### src/rtl/mem_arbiter_pkg.sv
// Shared types for the unified-memory arbiter: widths, FSM states, grant owners
// and the registered memory-request payload.
package mem_arbiter_pkg;

  localparam int unsigned ADDR_W = 32;
  localparam int unsigned DATA_W = 32;
  localparam int unsigned BE_W   = DATA_W / 8;

  typedef enum logic [1:0] {
    ST_IDLE  = 2'd0,
    ST_ISSUE = 2'd1,
    ST_RESP  = 2'd2
  } state_e;

  typedef enum logic {
    GNT_IF = 1'b0,
    GNT_D  = 1'b1
  } gnt_e;

  typedef struct packed {
    logic              we;
    logic [ADDR_W-1:0] addr;
    logic [DATA_W-1:0] wdata;
    logic [BE_W-1:0]   be;
  } mem_req_t;

endpackage

### src/rtl/mem_arbiter_pick.sv
// Priority pick between fetch and data: data wins a tie unless it won last time.
// Only meaningful when at least one request is asserted.
module arb_pick
  import mem_arbiter_pkg::*;
(
  input  logic if_req,
  input  logic d_req,
  input  gnt_e last_gnt,
  output gnt_e gnt
);

  always_comb begin
    gnt = GNT_IF;
    if (if_req && d_req) begin
      gnt = (last_gnt == GNT_D) ? GNT_IF : GNT_D;
    end else if (d_req) begin
      gnt = GNT_D;
    end
  end

endmodule

### src/rtl/mem_arbiter.sv
// Shares one single-ported synchronous memory between instruction fetch and
// data access: IDLE -> ISSUE (mem_en) -> RESP (response pulse), 2 cycles/access.
module mem_arbiter
  import mem_arbiter_pkg::*;
(
  input  logic              clk,
  input  logic              rst_n,
  input  logic              if_req,
  input  logic [ADDR_W-1:0] if_addr,
  output logic [DATA_W-1:0] if_rdata,
  output logic              if_valid,
  input  logic              d_req,
  input  logic              d_we,
  input  logic [ADDR_W-1:0] d_addr,
  input  logic [DATA_W-1:0] d_wdata,
  input  logic [BE_W-1:0]   d_be,
  output logic [DATA_W-1:0] d_rdata,
  output logic              d_done,
  output logic              mem_en,
  output logic              mem_we,
  output logic [ADDR_W-1:0] mem_addr,
  output logic [DATA_W-1:0] mem_wdata,
  output logic [BE_W-1:0]   mem_be,
  input  logic [DATA_W-1:0] mem_rdata,
  output logic              stall
);

  state_e            state_q;
  gnt_e              gnt_q;
  gnt_e              pick;
  mem_req_t          mem_q;
  mem_req_t          req_d;
  logic              mem_en_q;
  logic              if_valid_q;
  logic              d_done_q;
  logic [DATA_W-1:0] if_rdata_q;
  logic [DATA_W-1:0] d_rdata_q;
  logic              if_cand;
  logic              d_cand;
  logic              grant;

  // The requester being answered in RESP is not eligible at that arbitration
  always_comb begin
    if_cand = if_req;
    d_cand  = d_req;
    if (state_q == ST_RESP) begin
      if (gnt_q == GNT_IF) begin
        if_cand = 1'b0;
      end else begin
        d_cand = 1'b0;
      end
    end
    grant = (state_q != ST_ISSUE) && (if_cand || d_cand);
  end

  arb_pick u_arb_pick (
    .if_req   (if_cand),
    .d_req    (d_cand),
    .last_gnt (gnt_q),
    .gnt      (pick)
  );

  always_comb begin
    req_d = '{we: 1'b0, addr: if_addr, wdata: '0, be: '1};
    if (pick == GNT_D) begin
      req_d = '{we: d_we, addr: d_addr, wdata: d_wdata, be: d_be};
    end
  end

  always_ff @(posedge clk) begin
    if (!rst_n) begin
      state_q    <= ST_IDLE;
      gnt_q      <= GNT_IF;
      mem_q      <= '0;
      mem_en_q   <= 1'b0;
      if_valid_q <= 1'b0;
      d_done_q   <= 1'b0;
      if_rdata_q <= '0;
      d_rdata_q  <= '0;
    end else begin
      mem_en_q   <= 1'b0;
      if_valid_q <= 1'b0;
      d_done_q   <= 1'b0;
      if (if_valid_q) begin
        if_rdata_q <= mem_rdata;
      end
      if (d_done_q && !mem_q.we) begin
        d_rdata_q <= mem_rdata;
      end
      case (state_q)
        ST_ISSUE: begin
          state_q    <= ST_RESP;
          if_valid_q <= (gnt_q == GNT_IF);
          d_done_q   <= (gnt_q == GNT_D);
        end
        default: begin
          if (grant) begin
            state_q  <= ST_ISSUE;
            gnt_q    <= pick;
            mem_q    <= req_d;
            mem_en_q <= 1'b1;
          end else begin
            state_q <= ST_IDLE;
          end
        end
      endcase
    end
  end

  // Reset arriving during RESP suppresses the pulse already in flight
  assign if_valid  = if_valid_q & rst_n;
  assign d_done    = d_done_q & rst_n;
  assign if_rdata  = if_valid ? mem_rdata : if_rdata_q;
  assign d_rdata   = (d_done && !mem_q.we) ? mem_rdata : d_rdata_q;
  assign mem_en    = mem_en_q;
  assign mem_we    = mem_en_q & mem_q.we;
  assign mem_addr  = mem_q.addr;
  assign mem_wdata = mem_q.wdata;
  assign mem_be    = mem_q.be;
  assign stall     = (d_req & ~d_done) | (if_req & ~if_valid);

endmodule

### config.mk
export PLATFORM = sky130hd
export DESIGN_NAME = mem_arbiter
export DESIGN_NICKNAME = d
export VERILOG_FILES = /design/src/rtl/mem_arbiter_pkg.sv /design/src/rtl/mem_arbiter_pick.sv /design/src/rtl/mem_arbiter.sv
export SDC_FILE = /design/constraint.sdc
export NUM_CORES = 1
export LEC_CHECK = 0
export BUFFER_PORTS_ARGS = -buffer_cell sky130_fd_sc_hd__buf_2
export CORE_MARGIN = 5
export CORE_UTILIZATION = 48
export CTS_CLUSTER_SIZE = 10
export DETAILED_ROUTE_END_ITERATION = 10
export GPL_TIMING_DRIVEN = 0
export PLACE_DENSITY = 0.81
export REMOVE_ABC_BUFFERS = 1
export SETUP_SLACK_MARGIN = 0.15
export SLEW_MARGIN = 30
export SYNTH_ARGS = -nofsm -noshare
export SYNTH_HDL_FRONTEND = slang
export SYNTH_SLANG_ARGS = --single-unit
### constraint.sdc
create_clock -name clk -period 2 [get_ports clk]
set_input_delay 0.2 -clock clk [delete_from_list [all_inputs] [get_ports clk]]
set_output_delay 0.2 -clock clk [all_outputs]
set_load 0.02 [all_outputs]
==> flow_summary.toml, run 1 <==
[placement]
place_hpwl_um = 11500
placed_area_sq_um = 7230
port_buffers = 273
gp_congestion = 0.882
place_inst = 974

[floorplan]
die_area_sq_um = 15300
die_h_um = 124
start_util_pct = 49.0
placementRows = 41
fp.coreArea_sq_um = 12600
ioPinCount = 274
die_width_um = 124

[sta]
hold_violations = 0
layout_setup_ws_ps = -2.80
period_share_pct = 100
finalClockSkew_ps = 8.89
tightest_slew_ps = 805
min_period_ps = 2000
drv_slew = 0
fmax_mhz = 499
report.final.setup_viol = 1
max_slew_margin_pct = 46.3
rsz0062_at_grt = "yes"

[routing]
viasPerCell = 5.45
antenna_left = 0
wl_per_cell_um = 18.9
highest_layer = "met4"
drt_first_iter_violations = 409
wl_um = 19500
firstDrtPassIters = 6
route.detailed.drc = 0
dr_wl_met3_um = 1320
num_vias = 5637
met2WireLength_um = 9760
wl_met1_um = 7880

[clocking]
cts_root_buf = "clkbuf_16"
clk_pin_slew_worst_paths_ps = 60
cts_tree = "yes"
ctsHoldBuffers = 0
cts_made_buffers = 17
worstSkewPairLatency_ps = 410
clock_sinks = 138
htreeDepth = 4
cts_buffer_depth = 2

[synthesis]
synth_top_area_share_pct = 44.7
synthFlopType = "dfxtp_1"
synth-seq-area-share_pct = 44.7
syn_inst = 641
ys_types = 26
ys_top_cells_by_area = "dfxtp_1, mux2_2, buf_4, a21oi_1, mux2i_1"
synth-seq-cells = 138
synthesis.area_sq_um = 6180
synth_edf_count = 0
synthArstFlopShare_pct = 0
synth_top_cell_by_area = "dfxtp_1"
ys.warnings.count = 0
postSynthAreaPerCell_sq_um = 9.65

[setup_path]
path_common_cell = "buf_12"
crit_start = "d_done_q"
cp.required_ps = 1800
r2r_start = "gnt_q"
critPathSlowestCell = "dfxtp_4"
path_cells = "nand2_4 > nor2_4 > clkbuf_16 > buf_12 > buf_12 > mux2_4 > buf_6"
r2r_slack_ps = 250
startpoint_type = "flip-flop"
crit_fanout = 5
criticalPathCategory = "reg2out"
critPathCaptureType = "output pin"
crit_path_end = "d_rdata[21]"
worstPathArrival_ps = 1800
r2r_end = "mem_addr[31]"
cp_top_family = "buffers and inverters"
cpPeakStageDelay_ps = 350
critical_path_buf_inv_count = 4
worst-path-stages = 7
r2r_cells = 7

[finish]
n_antenna_cell = 0
fin_cells = 1034
multi_input_area_sq_um = 2860
seqCellArea_sq_um = 2770
syn_to_final_growth_pct = 37.8
layout_common_cells = "buf_2, dfxtp_1, nor2_1"
fill_cells = 998
fin_area_sq_um = 8520
mostFrequentLayoutCell = "buf_2"
final_layout_size_suffix_gt1_share_pct = 49.2
final_net_count = 986

[power]
power_leakage_nw = 4.01
peakVddDrop_mv = 0.690
powerDensity_nw_per_um2 = 903

[worst_hold_path]
hold_class = "in2reg"

[run_status]
violations = "negative setup slack"
status = "finished, violations left"

[grt]
first_global_vias = 5487
grt_pass1_wl_um = 28800
grt_usage_pct = 24.4
overflow = 0
grt_max_degree = 71
antenna_found_initial = 0

[flow_run]
maxCapViolCount = 0
-- logic make-up after synthesis --
group	Yosys count	share of synthesized area, %
DFF	138	44.7
AOI/OAI and AO/OA	172	18.7
buffers and inverters	123	12.6
muxes	97	17.0
and+or+nand+nor	111	7.04
-- worst reg2reg max path, stage by stage, from the launching register on --
cell	delay, ps
dfxtp_2	370
mux2_2	390
o221ai_4	210
buf_12	150
buf_16	150
buf_8	200
a21oi_1	70
a21oi_1	150
-- per-stage QoR --
| step | total power (W) | utilization [%] | hold slack, ps | setup TNS (ps) | setup WS (ps) |
|---|---|---|---|---|---|
| after floorplan | 0.00383 | - | 333 | -131030 | -1110 |
| after global placement | 0.00433 | 55.5 | 442 | -421450 | -3850 |
| after detailed placement | 0.00440 | 57.3 | 447 | -40780 | -698 |
| after CTS | 0.00769 | 66.6 | 8.88 | -196 | -24.4 |
| after global routing | 0.00802 | 67.5 | 9.67 | -738 | -70.1 |
| final | 0.00769 | 67.5 | 26.9 | -2.80 | -2.80 |
-- Yosys cell counts, types with 2 or more instances --
cell	n
nor2_1	67
mux2i_1	32
buf_6	3
o221a_2	5
o21ai_1	13
buf_4	71
a32oi_1	33
nor2b_1	2
o21ai_0	19
and2_1	2
inv_1	3
nand2_1	36
dfxtp_1	138
a22o_1	33
nand2b_1	2
a21oi_1	66
buf_2	21
mux2_2	65
clkbuf_1	23
-- state kept, by name, summed over array words and instances (netlist names) --
name / flops
if_valid_q: 1
mem_be: 4
d_done_q: 1
d_rdata_q: 32
mem_en: 1
state_q: 1
mem_q: 1
mem_addr: 32
gnt_q: 1
mem_wdata: 32
if_rdata_q: 32
-- power by group --
part           total [W]  internal (W)  switching (W)
logic            0.00146      0.000589       0.000874
clock network    0.00319       0.00207        0.00113
registers        0.00304       0.00294       0.000103
total            0.00769       0.00559        0.00210
-- repair_timing --
action                     4_1_cts  5_1_grt
setup endpoints to repair      161      127
setup buffers                   15        5
gates cloned                     6        2
resized for setup               82       17
pin swaps                        2        2
-- worst min path at each step --
stage,from,endpoint,slack [ps],cells past startpoint
2_1_floorplan,mem_rdata[0],d_rdata_q[0],330,1
3_3_place_gp,if_addr[17],mem_addr[17],440,3
3_5_place_dp,if_addr[28],mem_addr[28],450,3
4_1_cts,if_addr[14],mem_addr[14],9,3
5_1_grt,if_addr[18],mem_addr[18],10,3
6_report,if_addr[14],mem_addr[14],30,3
-- area by class of cell --
class | instances | area share, %
timing repair buffer | 303 | 24.0
clock buffer | 26 | 6.21
multi-input combinational | 385 | 33.6
sequential | 138 | 32.5
tap | 172 | 2.52
clock inverter | 6 | 0.954
inverter | 4 | 0.235
-- routing by layer --
layer | track usage [%] | vias to the layer above
met1 | 29.8 | 2711
met3 | 6.54 | 43
met4 | 10.7 | 0
li1 | - | 2654
met5 | 0 | -
met2 | 40.4 | 229
(Power assumes the default switching activity.)
==> run 2: changes to the inputs <==
--- a/config.mk
+++ b/config.mk
@@ -6,11 +6,10 @@
 export NUM_CORES = 1
 export LEC_CHECK = 0
 export BUFFER_PORTS_ARGS = -buffer_cell sky130_fd_sc_hd__buf_2
-export CORE_MARGIN = 5
+export CORE_MARGIN = 2
 export CORE_UTILIZATION = 48
 export CTS_CLUSTER_SIZE = 10
 export DETAILED_ROUTE_END_ITERATION = 10
-export GPL_TIMING_DRIVEN = 0
 export PLACE_DENSITY = 0.81
 export REMOVE_ABC_BUFFERS = 1
 export SETUP_SLACK_MARGIN = 0.15
==> run 2 against run 1 <==
  * The flow still finishes with violations (negative setup slack)
  * Worst hold slack lost 5.1 ps
  * Power shrank 4.7%
  * Die area shrank 9.5%
  * Critical path depth is the same
  * Register-to-register slack gained 150 ps
  * Highest routed layer unchanged
==> flow_summary.toml, run 2 (synthesis results as in run 1) <==
[sta]
drv_slew = 0
hold_violations = 0
fmax_mhz = 496
period_share_pct = 101
rsz0062_at_grt = "yes"
layout_setup_ws_ps = -17.1
hold_ws_ps = 21.7
report.final.setup_viol = 6
max_slew_margin_pct = 62.3
tightest_slew_ps = 566
finalClockSkew_ps = 9.62
tns_ps = -64.2
min_period_ps = 2020

[routing]
drt_first_iter_violations = 428
antenna_left = 0
num_vias = 5617
viasPerCell = 5.42
firstDrtPassIters = 4
route.detailed.drc = 0
wl_um = 18000
wl_per_cell_um = 17.4

[power]
power.total_w = 0.00733
power_leakage_nw = 3.92
peakVddDrop_mv = 0.645
powerDensity_nw_per_um2 = 872

[grt]
overflow = 0
first_global_vias = 5636
antenna_found_initial = 0
grt_max_degree = 66
grt_usage_pct = 25.5
grt_pass1_wl_um = 28400

[clocking]
cts_root_buf = "clkbuf_16"
cts_made_buffers = 17
clk_pin_slew_worst_paths_ps = 60
clock_sinks = 138
worstSkewPairLatency_ps = 420
cts_buffer_depth = 2
htreeDepth = 4
cts_tree = "yes"

[placement]
port_buffers = 273
place_hpwl_um = 10800
gp_congestion = 0.824

[finish]
mostFrequentLayoutCell = "buf_2"
n_antenna_cell = 0
layout_common_cells = "buf_2, dfxtp_1, nor2_1"
syn_to_final_growth_pct = 35.9
final_net_count = 988
seqCellArea_sq_um = 2770
fill_cells = 1014
multi_input_area_sq_um = 2810
final_layout_size_suffix_gt1_share_pct = 47.2
fin_util_pct = 66.6

[setup_path]
criticalPathCategory = "reg2out"
crit_fanout = 8
path_common_cell = "buf_12"
worstPathArrival_ps = 1820
path_cells = "nand2_4 > nor2_4 > buf_12 > buf_12 > buf_16 > mux2_4 > buf_6"
cp.required_ps = 1800
cpPeakStageDelay_ps = 350
critPathSlowestCell = "dfxtp_2"
startpoint_type = "flip-flop"
critPathCaptureType = "output pin"

[floorplan]
start_util_pct = 49.0
fp.coreArea_sq_um = 12600
ioPinCount = 274
die_h_um = 118
placementRows = 41
die_area_sq_um = 13800
die_width_um = 118

[run_status]
status = "finished, violations left"
violations = "negative setup slack"

[flow_run]
maxCapViolCount = 0

[worst_hold_path]
hold_class = "in2reg"
[run 2: changes by cell type in the layout (fill, tap and decap cells not counted), sizes merged, moves of 2 or more]
cell	delta
dlygate4sd3	+11
buf	-2
clkbuf	-7
clkinvlp	+5
clkinv	+2
a21o	-2
[run 2: critical path: cells and delay by family (launching register included)]
| kind | cells | cell delay [ps] |
|---|---|---|
| AND/OR/NAND/NOR | 2 | 210 |
| buffers and inverters | 4 | 530 |
| flip-flops | 1 | 350 |
| multiplexers | 1 | 320 |
[run 2: timing repair]
| item | CTS | global route |
|---|---|---|
| cloned | 4 | 0 |
| setup buffers | 7 | 1 |
| resized for setup | 103 | 3 |
| setup endpoints to repair | 32 | 48 |
| endpoints found under the hold margin | 11 | 0 |
| hold buffers | 11 | 0 |
| pin swaps | 1 | 1 |
[run 2: final cells by class]
type / instances / share of cell area (%)
multi-input cells: 380 / 33.4
repair buffers: 310 / 24.4
clock buffers: 20 / 5.32
well taps: 172 / 2.56
inverters: 4 / 0.179
flip-flops and latches: 138 / 32.9
clock inverters: 12 / 1.21
[run 2: metrics by stage]
stage,cells,setup slack [ps],cell area [sq um]
final,1036,-17.1,8400
after global routing,1036,-73.0,8400
after CTS,1035,-20.0,8380
after detailed placement,981,280,7180
after global placement,981,334,7180
after floorplan,522,-1110,5420
[run 2: metal layers]
metal	part of all wire [%]	track usage [%]	up-vias
li1	-	-	2646
met1	40	29.9	2657
met2	51	43.9	251
met3	5.6	5.09	63
met4	4.1	13.9	0
met5	0	0	-
[run 2: where the power goes]
part / leakage [nW] / switching (W) / internal, W
registers: 1.13 / 0.0000959 / 0.00294
logic: 2.53 / 0.000833 / 0.000558
clock network: 0.258 / 0.00118 / 0.00173
total: 3.92 / 0.00211 / 0.00522
[run 2: final timing paths]
check,cells after the start,start,endpoint,slack (ps)
worst max-delay path,7,d_done_q,d_rdata[3],-20
worst min-delay path,3,if_addr[11],mem_addr[11],20
worst max register to register,5,gnt_q,mem_addr[10],400
worst min register to register,1,d_rdata_q[22],d_rdata_q[22],470
